`src/rtl/epRISC_io_pkg.sv`:
```
// Shared epRISC I/O definitions: scheduler state encoding, UART register map
// and control-register bit positions.
package epRISC_io_pkg;

  typedef enum logic [2:0] {
    ST_INIT,
    ST_IDLE,
    ST_GRANT,
    ST_WR_DATA,
    ST_WR_CTRL,
    ST_GAP,
    ST_POLL
  } sched_state_e;

  typedef enum logic [1:0] {
    REG_CTRL = 2'd0,
    REG_DATA = 2'd1,
    REG_RECV = 2'd2
  } uart_reg_e;

  localparam int CTRL_SEND      = 7;
  localparam int CTRL_INTRECV   = 6;
  localparam int CTRL_ALLOWRECV = 5;

  // Control word: Send flag plus the caller's format/receive/interrupt bits.
  function automatic logic [15:0] ctrl_word(input logic send, input logic [6:0] cfg);
    ctrl_word                 = 16'h0000;
    ctrl_word[CTRL_SEND]      = send;
    ctrl_word[CTRL_INTRECV]   = cfg[CTRL_INTRECV];
    ctrl_word[CTRL_ALLOWRECV] = cfg[CTRL_ALLOWRECV];
    ctrl_word[4:0]            = cfg[4:0];
  endfunction

endpackage

```
`src/rtl/uart_rr_arbiter.sv`:
```
// Combinational round-robin picker: first valid index searching upward from
// ptr+1, wrapping modulo NREQ.
module uart_rr_arbiter #(
  parameter int NREQ = 4
) (
  input  logic [NREQ-1:0]         valid,
  input  logic [$clog2(NREQ)-1:0] ptr,
  output logic [$clog2(NREQ)-1:0] winner,
  output logic                    any
);

  localparam int PW = $clog2(NREQ);

  // Walk offsets from farthest to nearest so the nearest valid one wins.
  always_comb begin
    winner = '0;
    any    = 1'b0;
    for (int k = NREQ; k >= 1; k--) begin
      if (valid[(int'(ptr) + k) % NREQ]) begin
        winner = PW'((int'(ptr) + k) % NREQ);
        any    = 1'b1;
      end
    end
  end

endmodule

```
`src/rtl/uart_tx_sched.sv`:
```
// Round-robin transmit scheduler that owns the epRISC UART register bus.
// Optional poll timeout with error pulse: define UART_TX_SCHED_TIMEOUT_EN.
module uart_tx_sched
  import epRISC_io_pkg::*;
#(
  parameter int          NREQ     = 4,
  parameter int          POLL_GAP = 2,
  parameter logic [15:0] TIMEOUT  = 16'hFFFF
) (
  input  logic              iClk,
  input  logic              iRst,
  input  logic              iEn,
  input  logic [6:0]        iCfg,
  input  logic [NREQ-1:0]   iReqValid,
  input  logic [8*NREQ-1:0] iReqData,
  output logic [NREQ-1:0]   oReqReady,
  output logic [1:0]        oUartAddr,
  output logic [15:0]       oUartData,
  input  logic [15:0]       iUartData,
  output logic              oUartWrite,
  output logic              oUartEnable,
  output logic              oBusy,
  output logic              oErr
);

  localparam int PW = $clog2(NREQ);

  sched_state_e  state;
  logic [PW-1:0] ptr;
  logic [PW-1:0] winner;
  logic          any_valid;
  logic [3:0]    gap_cnt;
  logic [7:0]    win_byte;
  logic          unused_rd;

  uart_rr_arbiter #(.NREQ(NREQ)) u_arb (
    .valid  (iReqValid),
    .ptr    (ptr),
    .winner (winner),
    .any    (any_valid)
  );

  assign win_byte  = iReqData[int'(winner)*8 +: 8];
  assign unused_rd = ^{iUartData[15:8], iUartData[6:0]};

`ifdef UART_TX_SCHED_TIMEOUT_EN
  logic [15:0] to_cnt;
`else
  logic unused_timeout;
  assign unused_timeout = ^TIMEOUT;
`endif

  // Accept strobe follows the live arbitration so a dropped valid is never acked.
  always_comb begin
    oReqReady = '0;
    if (state == ST_GRANT && any_valid) oReqReady[winner] = 1'b1;
  end

  // Bus outputs are registered: each transition loads the values for the next state.
  always_ff @(posedge iClk or negedge iRst) begin
    if (!iRst) begin
      state       <= ST_INIT;
      ptr         <= PW'(NREQ - 1);
      gap_cnt     <= 4'd0;
      oUartAddr   <= 2'd0;
      oUartData   <= 16'h0000;
      oUartWrite  <= 1'b0;
      oUartEnable <= 1'b0;
      oBusy       <= 1'b0;
      oErr        <= 1'b0;
`ifdef UART_TX_SCHED_TIMEOUT_EN
      to_cnt      <= 16'd0;
`endif
    end else begin
      oUartAddr   <= REG_CTRL;
      oUartData   <= 16'h0000;
      oUartWrite  <= 1'b0;
      oUartEnable <= 1'b0;
      oErr        <= 1'b0;
      oBusy       <= 1'b1;
      case (state)
        ST_INIT: begin
          gap_cnt <= 4'd0;
          state   <= ST_GAP;
`ifdef UART_TX_SCHED_TIMEOUT_EN
          to_cnt  <= 16'd0;
`endif
        end
        ST_IDLE: begin
          if (iEn && any_valid) state <= ST_GRANT;
          else                  oBusy <= 1'b0;
        end
        ST_GRANT: begin
          if (any_valid) begin
            ptr         <= winner;
            state       <= ST_WR_DATA;
            oUartAddr   <= REG_DATA;
            oUartData   <= {8'h00, win_byte};
            oUartWrite  <= 1'b1;
            oUartEnable <= 1'b1;
`ifdef UART_TX_SCHED_TIMEOUT_EN
            to_cnt      <= 16'd0;
`endif
          end else begin
            state <= ST_IDLE;
            oBusy <= 1'b0;
          end
        end
        ST_WR_DATA: begin
          state       <= ST_WR_CTRL;
          oUartAddr   <= REG_CTRL;
          oUartData   <= ctrl_word(1'b1, iCfg);
          oUartWrite  <= 1'b1;
          oUartEnable <= 1'b1;
        end
        ST_WR_CTRL: begin
          gap_cnt <= 4'd0;
          state   <= ST_GAP;
        end
        ST_GAP: begin
          if (gap_cnt == 4'(POLL_GAP - 1)) begin
            state       <= ST_POLL;
            oUartEnable <= 1'b1;
          end else begin
            gap_cnt <= gap_cnt + 4'd1;
          end
        end
        ST_POLL: begin
          if (iUartData[CTRL_SEND]) begin
`ifdef UART_TX_SCHED_TIMEOUT_EN
            to_cnt <= to_cnt + 16'd1;
            // Give up: clear Send so the UART is released, report, and move on.
            if (to_cnt == TIMEOUT - 16'd1) begin
              state       <= ST_IDLE;
              oBusy       <= 1'b0;
              oErr        <= 1'b1;
              oUartAddr   <= REG_CTRL;
              oUartData   <= ctrl_word(1'b0, iCfg);
              oUartWrite  <= 1'b1;
              oUartEnable <= 1'b1;
            end else begin
              gap_cnt <= 4'd0;
              state   <= ST_GAP;
            end
`else
            gap_cnt <= 4'd0;
            state   <= ST_GAP;
`endif
          end else begin
            state <= ST_IDLE;
            oBusy <= 1'b0;
          end
        end
        default: state <= ST_INIT;
      endcase
    end
  end

endmodule

```
`config.mk`:
```
export PLATFORM = sky130hd
export DESIGN_NAME = uart_tx_sched
export DESIGN_NICKNAME = d
export VERILOG_FILES = /design/src/rtl/epRISC_io_pkg.sv /design/src/rtl/uart_rr_arbiter.sv /design/src/rtl/uart_tx_sched.sv
export SDC_FILE = /design/constraint.sdc
export NUM_CORES = 1
export LEC_CHECK = 0
export CAP_MARGIN = 20
export CORE_UTILIZATION = 33
export DETAILED_ROUTE_END_ITERATION = 8
export GPL_ROUTABILITY_DRIVEN = 0
export MAX_ROUTING_LAYER = met4
export PLACE_DENSITY_LB_ADDON = 0.25
export SKIP_LAST_GASP = 1
export SLEW_MARGIN = 20
export SYNTH_ARGS = -nofsm -noshare
export SYNTH_HDL_FRONTEND = slang
export SYNTH_SLANG_ARGS = --single-unit
```
`constraint.sdc`:
```
create_clock -name iClk -period 2.01 [get_ports iClk]
set_clock_uncertainty 0.15 [all_clocks]
set_input_delay 0.402 -clock iClk [delete_from_list [all_inputs] [get_ports iClk]]
set_output_delay 0.402 -clock iClk [all_outputs]
set_load 0.1 [all_outputs]
```
==> results.yml, run 1 <==
cells_and_area:
  layout-drive-gt1-share_pct: 35.7
  fin_util_pct: 65.9
  nets: 309
  syn_to_final_growth_pct: 90.9
  antennaDiodeCount: 0
floorplan:
  coreArea_um2: 4000
  io_pins: 88
  die_h_um: 66.7
  dieArea_um2: 4440
  start_util_pct: 34.5
  fp.dieW_um: 66.7
  row_count: 23
hold_path:
  hp-class: "input pin to asynchronous set/reset pin"
logic_synthesis:
  synth_seq_cells: 21
  synth_top_cell_area_share_pct: 34.5
  seq_area_frac_synth_pct: 38.3
  avgSynthCellArea_um2: 8.90
  syn_inst: 155
  synth-async-reset-ratio_pct: 100
  yosysWarnings: 0
  synth-edff-count: 0
  synth_area_leaders: "dfrtp_1, buf_4, mux2_1, a221o_1, o31ai_1"
  synth_cell_types: 37
  yosysMostFrequentCell: "dfrtp_1"
  syn_area_um2: 1380
  yosys-top-cells-count: "dfrtp_1, a21oi_1, nor2_1, buf_4, o21ai_0"
  synthFlopType: "dfrtp_1"
  synth_top_area_cell: "dfrtp_1"
worst_setup_path:
  reg2reg_depth: 7
  worstPathArrival_ps: 1890
  reg2reg_slack_ps: -110
  crit_type: "flop to primary output"
  crit_path_end_kind: "primary output"
  cp.required_ps: 1460
  r2r-start: "ptr[0]"
  crit_fanout: 3
  timing.rr.end: "oUartData[2]"
  start_kind: "flop"
routing:
  viasPerCell: 5.02
  ant_nets: 0
  drc: 0
  initialDrtViolationCount: 76
  wl_per_cell_um: 13.1
  drt_pass1_iterations: 4
  wl_um: 3860
  vias: 1475
global_route:
  grt.met2_usage_pct: 30.3
  grt_max_degree: 22
  grt_antenna_before_repair: 0
  grt_pass1_vias: 1386
  track_usage_pct: 19.1
  grt_util_met1_pct: 26.1
  grt-busiest-layer: "met2"
  grt_pass1_wl_um: 6350
  overflow: 0
  use_met3_pct: 1.88
cts:
  clock_sinks: 21
  path_clk_slew_ps: 70
  clock_latency_ps: 250
  clockRootBuffer: "clkbuf_8"
  cts_hold_buffers: 0
  clock_path_buffers: 2
  htreeDepth: 1
  cts_tree: "yes"
  cts_made_buffers: 3
status:
  violations: "negative setup slack"
  status: "complete, but fails checks"
sta:
  worst_slack_ps: -433
  fin_crit_sh_pct: 122
  rsz0062_at_grt: "yes"
  finalSetupViolCount: 12
  whs_ps: 333
  min_period_ps: 2440
  slew_viol_final: 0
  max_freq_ghz: 0.409
  finalHoldViolCount: 0
power:
  power.total_mw: 2.61
  leakagePower_nw: 1.17
  max-vdd-ir-drop_mv: 0.485
  p_per_area_nw_per_um2: 991
job:
  max_cap_viol_count: 0
place:
  dp_hpwl_um: 3120
  numPortBuffers: 62
  dp_worst_setup_slack_ps: -668
## stage by stage
step / instance area, um2 / instances / setup TNS (ps)
2_1_floorplan: 1600 / 164 / -2050
3_3_place_gp: 2520 / 286 / -6430
3_5_place_dp: 2520 / 286 / -6950
4_1_cts: 2580 / 292 / -2680
5_1_grt: 2640 / 294 / -3010
6_report: 2640 / 294 / -2330
## state kept, by name (all words and copies together), names as in the netlist
register     cells
gap_cnt          4
state            3
ptr              2
oUartWrite       1
oUartData        8
oUartAddr        1
oBusy            1
oUartEnable      1
## power by group
group	total [mW]	switching [mW]	internal (mW)
logic	1.68	0.930	0.747
registers	0.671	0.120	0.551
clock network	0.265	0.128	0.138
## logic make-up after synthesis
kind of cell | count (synthesis) | share of synthesized area, %
buf+inv | 23 | 9.97
other cells | 1 | 0.272
flops | 21 | 38.3
simple gates | 51 | 19.5
fa+ha+maj | 2 | 1.81
mux | 8 | 6.53
compound gates | 49 | 23.7
## timing repair
action,in CTS,in global routing
pin swaps,4,6
buffers inserted,4,3
resized for setup,9,7
setup endpoints to repair,13,12
## metal layers
| metal | vias to the layer above | share of wire (%) |
|---|---|---|
| met2 | 61 | 49 |
| met3 | 2 | 6.2 |
| met1 | 680 | 45 |
| li1 | 732 | - |
| met5 | - | 0 |
| met4 | 0 | 0.26 |
## area by class of cell
| class | instances | area, um2 |
|---|---|---|
| flip-flops and latches | 21 | 529 |
| well taps | 50 | 62.6 |
| clock inverters | 1 | 5.00 |
| inverters | 5 | 21.3 |
| fillers | 326 | 1370 |
| clock buffers | 3 | 41.3 |
| multi-input cells | 120 | 945 |
| repair buffers | 94 | 1030 |
## worst max-delay path by stage
| stage | start | end | slack (ps) | depth (start not counted) |
|---|---|---|---|---|
| global route | state[2] | oReqReady[3] | -490 | 5 |
| finish | state[2] | oReqReady[3] | -430 | 5 |
| detailed placement | iReqValid[0] | oReqReady[2] | -670 | 6 |
| CTS | state[2] | oReqReady[3] | -450 | 5 |
| global placement | iReqValid[3] | oReqReady[2] | -610 | 6 |
| floorplan | state[2] | oReqReady[2] | -480 | 6 |
## cell usage in the layout, fill, tap and decap left out, drive strengths merged, types with 3 or more instances in the layout
| cell type | Yosys | routed |
|---|---|---|
| a21oi | 14 | 14 |
| a221o | 7 | 7 |
| buf | 16 | 48 |
| clkbuf | 2 | 3 |
| clkdlybuf4s50 | 0 | 42 |
| conb | 1 | 10 |
| dfrtp | 19 | 19 |
| dlygate4sd2 | 0 | 4 |
| inv | 5 | 5 |
| mux2 | 8 | 8 |
| nand2 | 9 | 9 |
| nand2b | 5 | 5 |
| nand3 | 4 | 4 |
| nand4 | 8 | 8 |
| nor2 | 12 | 12 |
| nor2b | 3 | 3 |
| o21ai | 11 | 11 |
| o31ai | 9 | 9 |
| or3 | 4 | 4 |
## critical path: stages (launching register included)
cell and delay (ps):
dfrtp_1 390, nand2b_4 150, or3_4 370, or3_4 430
nor2_4 110, buf_12 180
No activity file was read; power rests on OpenSTA's default activity.
==> run 2, diff against run 1 <==
--- a/config.mk
+++ b/config.mk
@@ -5,7 +5,6 @@
 export SDC_FILE = /design/constraint.sdc
 export NUM_CORES = 1
 export LEC_CHECK = 0
-export CAP_MARGIN = 20
 export CORE_UTILIZATION = 33
 export DETAILED_ROUTE_END_ITERATION = 8
 export GPL_ROUTABILITY_DRIVEN = 0
==> results of run 2 <==
Final layout, timing and power as in run 1 (identical DEF).
==> run 3, diff against run 2 <==
--- a/config.mk
+++ b/config.mk
@@ -10,6 +10,7 @@
 export GPL_ROUTABILITY_DRIVEN = 0
 export MAX_ROUTING_LAYER = met4
 export PLACE_DENSITY_LB_ADDON = 0.25
+export SETUP_SLACK_MARGIN = 0.1
 export SKIP_LAST_GASP = 1
 export SLEW_MARGIN = 20
 export SYNTH_ARGS = -nofsm -noshare
==> results.yml, run 3 (synthesis gave the netlist of run 1 again) <==
routing:
  initialDrtViolationCount: 67
  viasPerCell: 4.96
  drt_pass1_iterations: 4
  drc: 0
  ant_nets: 0
  wl_um: 3950
  vias: 1463
  wl_per_cell_um: 13.4
hold_path:
  hp-class: "input pin to asynchronous set/reset pin"
cts:
  clockRootBuffer: "clkbuf_8"
  clock_sinks: 21
  cts_made_buffers: 3
  htreeDepth: 1
  cts_tree: "yes"
  cts_hold_buffers: 0
  clock_path_buffers: 2
  path_clk_slew_ps: 80
  clock_latency_ps: 250
cells_and_area:
  layout-drive-gt1-share_pct: 35.1
  top_register: "oUartData"
  final_cell_mix: "clkdlybuf4s50_1, buf_4, dfrtp_1, buf_12, a21oi_1"
  antennaDiodeCount: 0
  final_common_cell: "clkdlybuf4s50_1"
  largest_reg_flops: 8
  syn_to_final_growth_pct: 91.5
  reg.largest.list: "oUartData (8), gap_cnt (4), state (3)"
  nets: 310
  finish.instance_area_um2: 2640
worst_setup_path:
  max_stage_delay_ps: 430
  cp_cell_sequence: "nand2b_4 > or3_4 > or3_4 > nor2_4 > buf_12"
  crit_fanout: 3
  worstPathArrival_ps: 1890
  path_buf_inv: 1
  reg2reg_depth: 7
  crit_top_cell: "or3_4"
  crit_type: "flop to primary output"
  slowest_stage: "or3_4"
  cp.required_ps: 1460
  cp_top_family: "simple AND/OR/NAND/NOR gates"
  critical_path_depth: 5
  start_kind: "flop"
  crit_path_end_kind: "primary output"
sta:
  min_period_ps: 2440
  finalHoldViolCount: 0
  slew_viol_final: 0
  whs_ps: 329
  max_freq_ghz: 0.410
  slew_headroom_pct: 60.5
  fin_crit_sh_pct: 121
  worst_slack_ps: -429
  finalSetupViolCount: 12
  rsz0062_at_grt: "yes"
  tightest_slew_ps: 591
global_route:
  grt_antenna_before_repair: 0
  track_usage_pct: 19.3
  grt_pass1_vias: 1411
  grt_max_degree: 22
  overflow: 0
  grt_pass1_wl_um: 6290
floorplan:
  die_h_um: 66.7
  row_count: 23
  dieArea_um2: 4440
  start_util_pct: 34.5
  fp.dieW_um: 66.7
  coreArea_um2: 4000
  io_pins: 88
place:
  numPortBuffers: 62
  dp_worst_setup_slack_ps: -632
  place_area_um2: 2520
  dp_hpwl_um: 3220
power:
  power.total_mw: 2.64
  leakagePower_nw: 1.18
  p_per_area_nw_per_um2: 1000
  max-vdd-ir-drop_mv: 0.459
job:
  max_cap_viol_count: 0
status:
  status: "complete, but fails checks"
  violations: "negative setup slack"
==> run 3: path summary, 6_finish.rpt <==
check                           slack, ps     start           end
worst min-delay path                  330      iRst    gap_cnt[3]
min in group iClk                     370    ptr[0]        ptr[0]
max in group asynchronous            1110      iRst        ptr[1]
worst max-delay path                 -430  state[2]  oReqReady[2]
worst min register to register        370    ptr[0]        ptr[0]
worst max register to register       -200    ptr[0]  oUartData[4]
==> run 3: metrics by stage <==
stage | util, % | instances | setup TNS (ps)
6_report | 66.1 | 295 | -2740
4_1_cts | 64.3 | 291 | -2610
3_3_place_gp | 63.1 | 287 | -6860
3_5_place_dp | 63.1 | 287 | -7230
5_1_grt | 66.1 | 295 | -3240
2_1_floorplan | - | 164 | -2050
==> run 3: metal layers <==
layer	part of all wire (%)	GRT usage, %	routed length, um	up-vias
li1	-	-	-	730
met1	44	25.8	1720	681
met2	50	30.3	1960	50
met3	5.7	3.60	226	2
met4	0.79	4.26	31	0
met5	0	-	0	-
==> run 3: power breakdown <==
group | switching, mW | internal, mW | leakage (nW)
Sequential | 0.122 | 0.551 | 0.269
Clock | 0.127 | 0.138 | 0.0255
Combinational | 0.923 | 0.782 | 0.889
==> run 3: area by class of cell <==
class,instances,area (um2)
Sequential cell,21,529
Inverter,5,21.3
Clock inverter,1,5.00
Fill cell,316,1360
Multi-Input combinational cell,120,923
Timing Repair Buffer,95,1060
Tap cell,50,62.6
Clock buffer,3,41.3
==> run 3: repair_timing <==
| item | 4_1_cts | 5_1_grt |
|---|---|---|
| pin swaps | 3 | 4 |
| resized for setup | 6 | 5 |
| setup endpoints to repair | 13 | 14 |
| buffers inserted | 0 | 4 |
| gates cloned | 0 | 0 |
